==> src/rtl/pll_sup_pkg.sv <==
// Shared types and helpers for the PLL lock supervisor.
// Holds the supervisor state encoding and the cycle-counter width helper.
package pll_sup_pkg;

    typedef enum logic [1:0] {
        StPllReset  = 2'd0,
        StWaitLock  = 2'd1,
        StStabilize = 2'd2,
        StRun       = 2'd3
    } sup_state_e;

    // Counter width covering the largest of the three cycle limits, plus one guard bit.
    function automatic int unsigned cnt_width(input int unsigned rst_cycles,
                                              input int unsigned stable_cycles,
                                              input int unsigned timeout_cycles);
        int unsigned max_v;
        max_v = rst_cycles;
        if (stable_cycles > max_v) begin
            max_v = stable_cycles;
        end
        if (timeout_cycles > max_v) begin
            max_v = timeout_cycles;
        end
        return $clog2(max_v) + 1;
    endfunction

endpackage

==> src/rtl/sync_bit.sv <==
// Single-bit multi-flop synchronizer with asynchronous active-low reset.
// Output is the last flop of the chain; latency is Stages destination edges.
module sync_bit #(
    parameter int unsigned Stages = 2
) (
    input  logic clk_i,
    input  logic rst_ni,
    input  logic d_i,
    output logic q_o
);

    logic [Stages-1:0] sync_q;

    always_ff @(posedge clk_i or negedge rst_ni) begin
        if (!rst_ni) begin
            sync_q <= '0;
        end else begin
            sync_q <= {sync_q[Stages-2:0], d_i};
        end
    end

    assign q_o = sync_q[Stages-1];

endmodule

==> src/rtl/pll_lock_supervisor.sv <==
// PLL reset/lock supervisor: pulses the PLL reset, waits for stable lock, releases the
// system reset, retries on lock timeout and restarts on runtime lock loss.
module pll_lock_supervisor
    import pll_sup_pkg::*;
#(
    parameter int unsigned SYNC_STAGES    = 2,
    parameter int unsigned PLL_RST_CYCLES = 16,
    parameter int unsigned STABLE_CYCLES  = 1024,
    parameter int unsigned TIMEOUT_CYCLES = 5000000,
    parameter int unsigned CNT_W          = 4
) (
    input  logic             refclk,
    input  logic             rst_n,
    input  logic             pll_locked,
    input  logic             soft_reset,
    output logic             pll_rst,
    output logic             sys_reset,
    output logic             ready,
    output logic [CNT_W-1:0] retry_count,
    output logic [CNT_W-1:0] lock_loss_count
);

    localparam int unsigned CntW = cnt_width(PLL_RST_CYCLES, STABLE_CYCLES, TIMEOUT_CYCLES);

    localparam logic [CntW-1:0] RstLast     = CntW'(PLL_RST_CYCLES - 1);
    localparam logic [CntW-1:0] StableLast  = CntW'(STABLE_CYCLES - 1);
    localparam logic [CntW-1:0] TimeoutLast = CntW'(TIMEOUT_CYCLES - 1);

    sup_state_e        state_q, state_d;
    logic [CntW-1:0]   cnt_q, cnt_d;
    logic [CNT_W-1:0]  retry_q, retry_d;
    logic [CNT_W-1:0]  loss_q, loss_d;
    logic              pll_rst_q, sys_reset_q, ready_q;
    logic              locked_s;

    sync_bit #(
        .Stages (SYNC_STAGES)
    ) u_sync_locked (
        .clk_i  (refclk),
        .rst_ni (rst_n),
        .d_i    (pll_locked),
        .q_o    (locked_s)
    );

    always_comb begin
        state_d = state_q;
        cnt_d   = cnt_q;
        retry_d = retry_q;
        loss_d  = loss_q;

        if (soft_reset) begin
            // Restart request outranks every lock event and never touches statistics.
            state_d = StPllReset;
            cnt_d   = '0;
        end else begin
            case (state_q)
                StPllReset: begin
                    if (cnt_q == RstLast) begin
                        state_d = StWaitLock;
                        cnt_d   = '0;
                    end else begin
                        cnt_d = cnt_q + 1'b1;
                    end
                end
                StWaitLock: begin
                    if (locked_s) begin
                        state_d = StStabilize;
                        cnt_d   = '0;
                    end else if (cnt_q == TimeoutLast) begin
                        state_d = StPllReset;
                        cnt_d   = '0;
                        if (retry_q != '1) begin
                            retry_d = retry_q + 1'b1;
                        end
                    end else begin
                        cnt_d = cnt_q + 1'b1;
                    end
                end
                StStabilize: begin
                    if (!locked_s) begin
                        state_d = StWaitLock;
                        cnt_d   = '0;
                    end else if (cnt_q == StableLast) begin
                        state_d = StRun;
                        cnt_d   = '0;
                    end else begin
                        cnt_d = cnt_q + 1'b1;
                    end
                end
                StRun: begin
                    cnt_d = '0;
                    if (!locked_s) begin
                        state_d = StPllReset;
                        if (loss_q != '1) begin
                            loss_d = loss_q + 1'b1;
                        end
                    end
                end
                default: begin
                    state_d = StPllReset;
                    cnt_d   = '0;
                end
            endcase
        end
    end

    // Outputs decode the next state so they change on the same edge as the state itself.
    always_ff @(posedge refclk or negedge rst_n) begin
        if (!rst_n) begin
            state_q     <= StPllReset;
            cnt_q       <= '0;
            retry_q     <= '0;
            loss_q      <= '0;
            pll_rst_q   <= 1'b1;
            sys_reset_q <= 1'b1;
            ready_q     <= 1'b0;
        end else begin
            state_q     <= state_d;
            cnt_q       <= cnt_d;
            retry_q     <= retry_d;
            loss_q      <= loss_d;
            pll_rst_q   <= (state_d == StPllReset);
            sys_reset_q <= (state_d != StRun);
            ready_q     <= (state_d == StRun);
        end
    end

    assign pll_rst         = pll_rst_q;
    assign sys_reset       = sys_reset_q;
    assign ready           = ready_q;
    assign retry_count     = retry_q;
    assign lock_loss_count = loss_q;

endmodule

==> config.mk <==
export PLATFORM = sky130hd
export DESIGN_NAME = pll_lock_supervisor
export DESIGN_NICKNAME = d
export VERILOG_FILES = /design/src/rtl/pll_sup_pkg.sv /design/src/rtl/sync_bit.sv /design/src/rtl/pll_lock_supervisor.sv
export SDC_FILE = /design/constraint.sdc
export NUM_CORES = 1
export LEC_CHECK = 0
export BUFFER_PORTS_ARGS = -buffer_cell sky130_fd_sc_hd__buf_4
export CORE_MARGIN = 3
export CORE_UTILIZATION = 50
export CTS_BUF_LIST = sky130_fd_sc_hd__clkbuf_16
export CTS_CLUSTER_DIAMETER = 60
export CTS_CLUSTER_SIZE = 25
export DETAILED_ROUTE_END_ITERATION = 10
export PLACE_DENSITY = 0.75
export SYNTH_ARGS = -nofsm -noshare
export SYNTH_HDL_FRONTEND = slang
export SYNTH_SLANG_ARGS = --single-unit
==> constraint.sdc <==
create_clock -name refclk -period 3 [get_ports refclk]
set_input_delay 0.3 -clock refclk [delete_from_list [all_inputs] [get_ports refclk]]
set_output_delay 0.3 -clock refclk [all_outputs]
set_load 0.02 [all_outputs]
==> results.cfg <==
[cts]
h-tree-depth = 2
cts_root_buf = clkbuf_16
clock_sinks = 39
cts_tree = yes
clkLatencyLatePin_ns = 0.28
cts_buffer_depth = 2
clk_pin_slew_ns = 0.05
cts_buffers = 5

[yosys]
ys_ff_latch = 39
syn_inst = 182
ys_warn_count = 0
syn_area_sq_um = 1890
synth.avg_cell_area_sq_um = 10.4
ys_types = 33
yosysSeqAreaShare = 0.517
synth_edf_count = 0
ys.flop_type = dfrtp_1
async_flop_share = 1.00
synth_fp_nets = 189

[worst_setup_path]
reg2reg_to = cnt_q[21]$_DFF_PN0_
cp-start-kind = flop
worstSetupEndpointType = flop
path_cells = or4_4, nor4_2, nand3_1, a221oi_4, buf_4, nor2_1
slowest_stage = or4_4
crit_required_ns = 3.16
regToRegStartpoint = cnt_q[15]$_DFF_PN0_
cp_num_buf_inv = 1
max_stage_delay_ns = 0.57
critPathTopFamily = simple AND/OR/NAND/NOR gates
r2r_slack_ns = 0.64
worstRegToRegCells = 6
crit_type = flop to flop
crit_fanout = 24
critPathArrivalTime_ns = 2.52

[grt]
grt_max_degree = 40
grt_use_total = 0.194
grt_pass1_vias = 1445
grt_pass1_wl_microns = 6350
antenna_found_initial = 0
grt-ovfl-total = 0

[floorplan]
die_w_microns = 67.5
design.die.area_sq_um = 4560
initial_core_util = 0.541
ioPinCount = 15
dieHeight_microns = 67.5
rows = 21
core_area_sq_um = 3490

[routing]
vias = 1398
drt-total-wl_microns = 3670
drcViolationCount = 0
ant_nets = 0
wl_per_cell_microns = 14.9
drt-initial-drc-count = 83
vias_per_cell = 5.66
drt_pass1_iterations = 4

[sta]
clock.fmax_mhz = 423
hold_violations = 0
rsz0062_at_grt = false
min_period_ns = 2.36
worstMarginPinSlew_ns = 0.898
layout_setup_ws_ns = 0.638
period_share = 0.787
finClkSkew_ns = 0.00262
maxSlewHeadroom = 0.396
setup-tns-final_ns = 0
setup_viol = 0
drv_slew = 0

[place]
io_buffers = 14
place_congestion = 0.807
dp_hpwl_microns = 2590
dpl_worst_slack_ns = 0.660
place_area_sq_um = 2030

[worst_hold_path]
hp-start = pll_locked
hold_end = u_sync_locked.sync_q[0]$_DFF_PN0_
holdCritPathClass = primary input to flop
worstHoldPathCells = 1

[power]
leakagePower_nw = 0.983
power_density_nw_per_um2 = 483
vdd_ir_drop_max_v = 0.000367

[finish]
n_fill_cell = 279
stdcell_area_sq_um = 2170
drive_gt1_frac = 0.139
syn_to_final_growth_pct = 14.9
nets = 207
antennaDiodeCount = 0

[run]
maxCapViolCount = 0

[outcome]
status = finished, final reports clean
what timing repair did:
| item | 4_1_cts | 5_1_grt |
|---|---|---|
| hold buffers | 1 | 0 |
| gates resized for setup | 0 | 0 |
| hold endpoints to repair | 15 | 0 |
| setup buffers | 0 | 0 |
layout by cell type (no fill, tap or decap), drive strengths merged:
master	count
buf	15
dfrtp	37
dfstp	2
nand3	13
and3	2
nand2b	3
o21ai	1
a21o	1
nand4	10
inv	4
dlygate4sd3	1
nor3	8
a221oi	1
nor2b	2
mux2	2
or3	3
nor2	30
and4	1
nor4	5
nand2	11
clkinv	2
xnor2	10
and4b	1
a31oi	3
xor2	18
clkbuf	5
and2	1
or4	2
o211a	1
o21a	1
a311oi	1
ha	3
nor3b	1
state kept, by name, summed over array words and instances, names as in the netlist:
name,count
lock_loss_count,4
ready,1
u_sync_locked.sync_q,2
pll_rst,1
state_q,2
retry_count,4
sys_reset,1
cnt_q,24
synthesized netlist by cell type, types with 2 or more instances:
library cell   n  area, sq um
a31oi_1        3         18.8
and3_1         2         12.5
buf_6          2         22.5
clkbuf_1       3         11.3
dfrtp_1       37          926
dfstp_2        2         52.6
ha_1           3         37.5
inv_1          3         11.3
mux2_2         2         22.5
nand2_1       11         41.3
nand2b_1       3         18.8
nand3_1       13         65.1
nand4_1       10         62.6
nor2_1        30          113
nor2b_1        2         12.5
nor3_1         8         40.0
nor4_1         3         18.8
nor4_2         2         25.0
or3_1          3         18.8
xnor2_1       10         87.6
xor2_1        18          158
layout make-up:
type	count	area, sq um	area share
tap	46	57.6	0.0265
inverter	3	11.3	0.00518
sequential	39	978	0.450
clock inverter	3	11.3	0.00518
clock buffer	5	125	0.0575
multi-input combinational	135	868	0.399
timing repair buffer	16	123	0.0564
metal layers:
layer | up-vias | global-route usage | share of wire
met5 | - | 0 | 0
met4 | 0 | 0.119 | 0.026
met3 | 9 | 0.0666 | 0.047
met2 | 32 | 0.320 | 0.49
met1 | 689 | 0.214 | 0.44
li1 | 668 | - | -
through the flow:
step,std cells,hold slack (ns),utilization,total power [W]
after floorplan,182,0.00441,-,0.000558
after global placement,238,0.282,0.580,0.000572
after detailed placement,238,0.293,0.580,0.000573
after CTS,247,0.120,0.622,0.00106
after global routing,247,0.122,0.622,0.00109
final,247,0.125,0.622,0.00105
power breakdown:
group / switching [W] / internal (W) / total [W] / leakage, nW
registers: 0.00000391 / 0.000531 / 0.000535 / 0.531
logic: 0.0000188 / 0.00000999 / 0.0000288 / 0.382
clock network: 0.000187 / 0.000298 / 0.000486 / 0.0701
cells by family (layout without fill, tap and decap cells):
kind of cell / after synthesis / count (layout) / share of synthesized area
mux: 2 / 2 / 0.0119
xor+xnor: 28 / 28 / 0.130
simple gates: 93 / 93 / 0.253
buf+inv: 8 / 27 / 0.0238
compound gates: 9 / 9 / 0.0443
flops: 39 / 39 / 0.517
fa+ha+maj: 3 / 3 / 0.0198
worst max path at each step:
stage | from | to | slack [ns] | depth (start not counted)
3_3_place_gp | cnt_q[15]$_DFF_PN0_ | cnt_q[20]$_DFF_PN0_ | 0.71 | 6
3_5_place_dp | cnt_q[15]$_DFF_PN0_ | cnt_q[18]$_DFF_PN0_ | 0.66 | 6
6_report | cnt_q[15]$_DFF_PN0_ | cnt_q[21]$_DFF_PN0_ | 0.64 | 6
2_1_floorplan | cnt_q[15]$_DFF_PN0_ | cnt_q[4]$_DFF_PN0_ | 0.88 | 6
5_1_grt | cnt_q[15]$_DFF_PN0_ | cnt_q[18]$_DFF_PN0_ | 0.51 | 6
4_1_cts | cnt_q[15]$_DFF_PN0_ | cnt_q[21]$_DFF_PN0_ | 0.63 | 6
No activity file was read; power rests on OpenSTA's default activity.
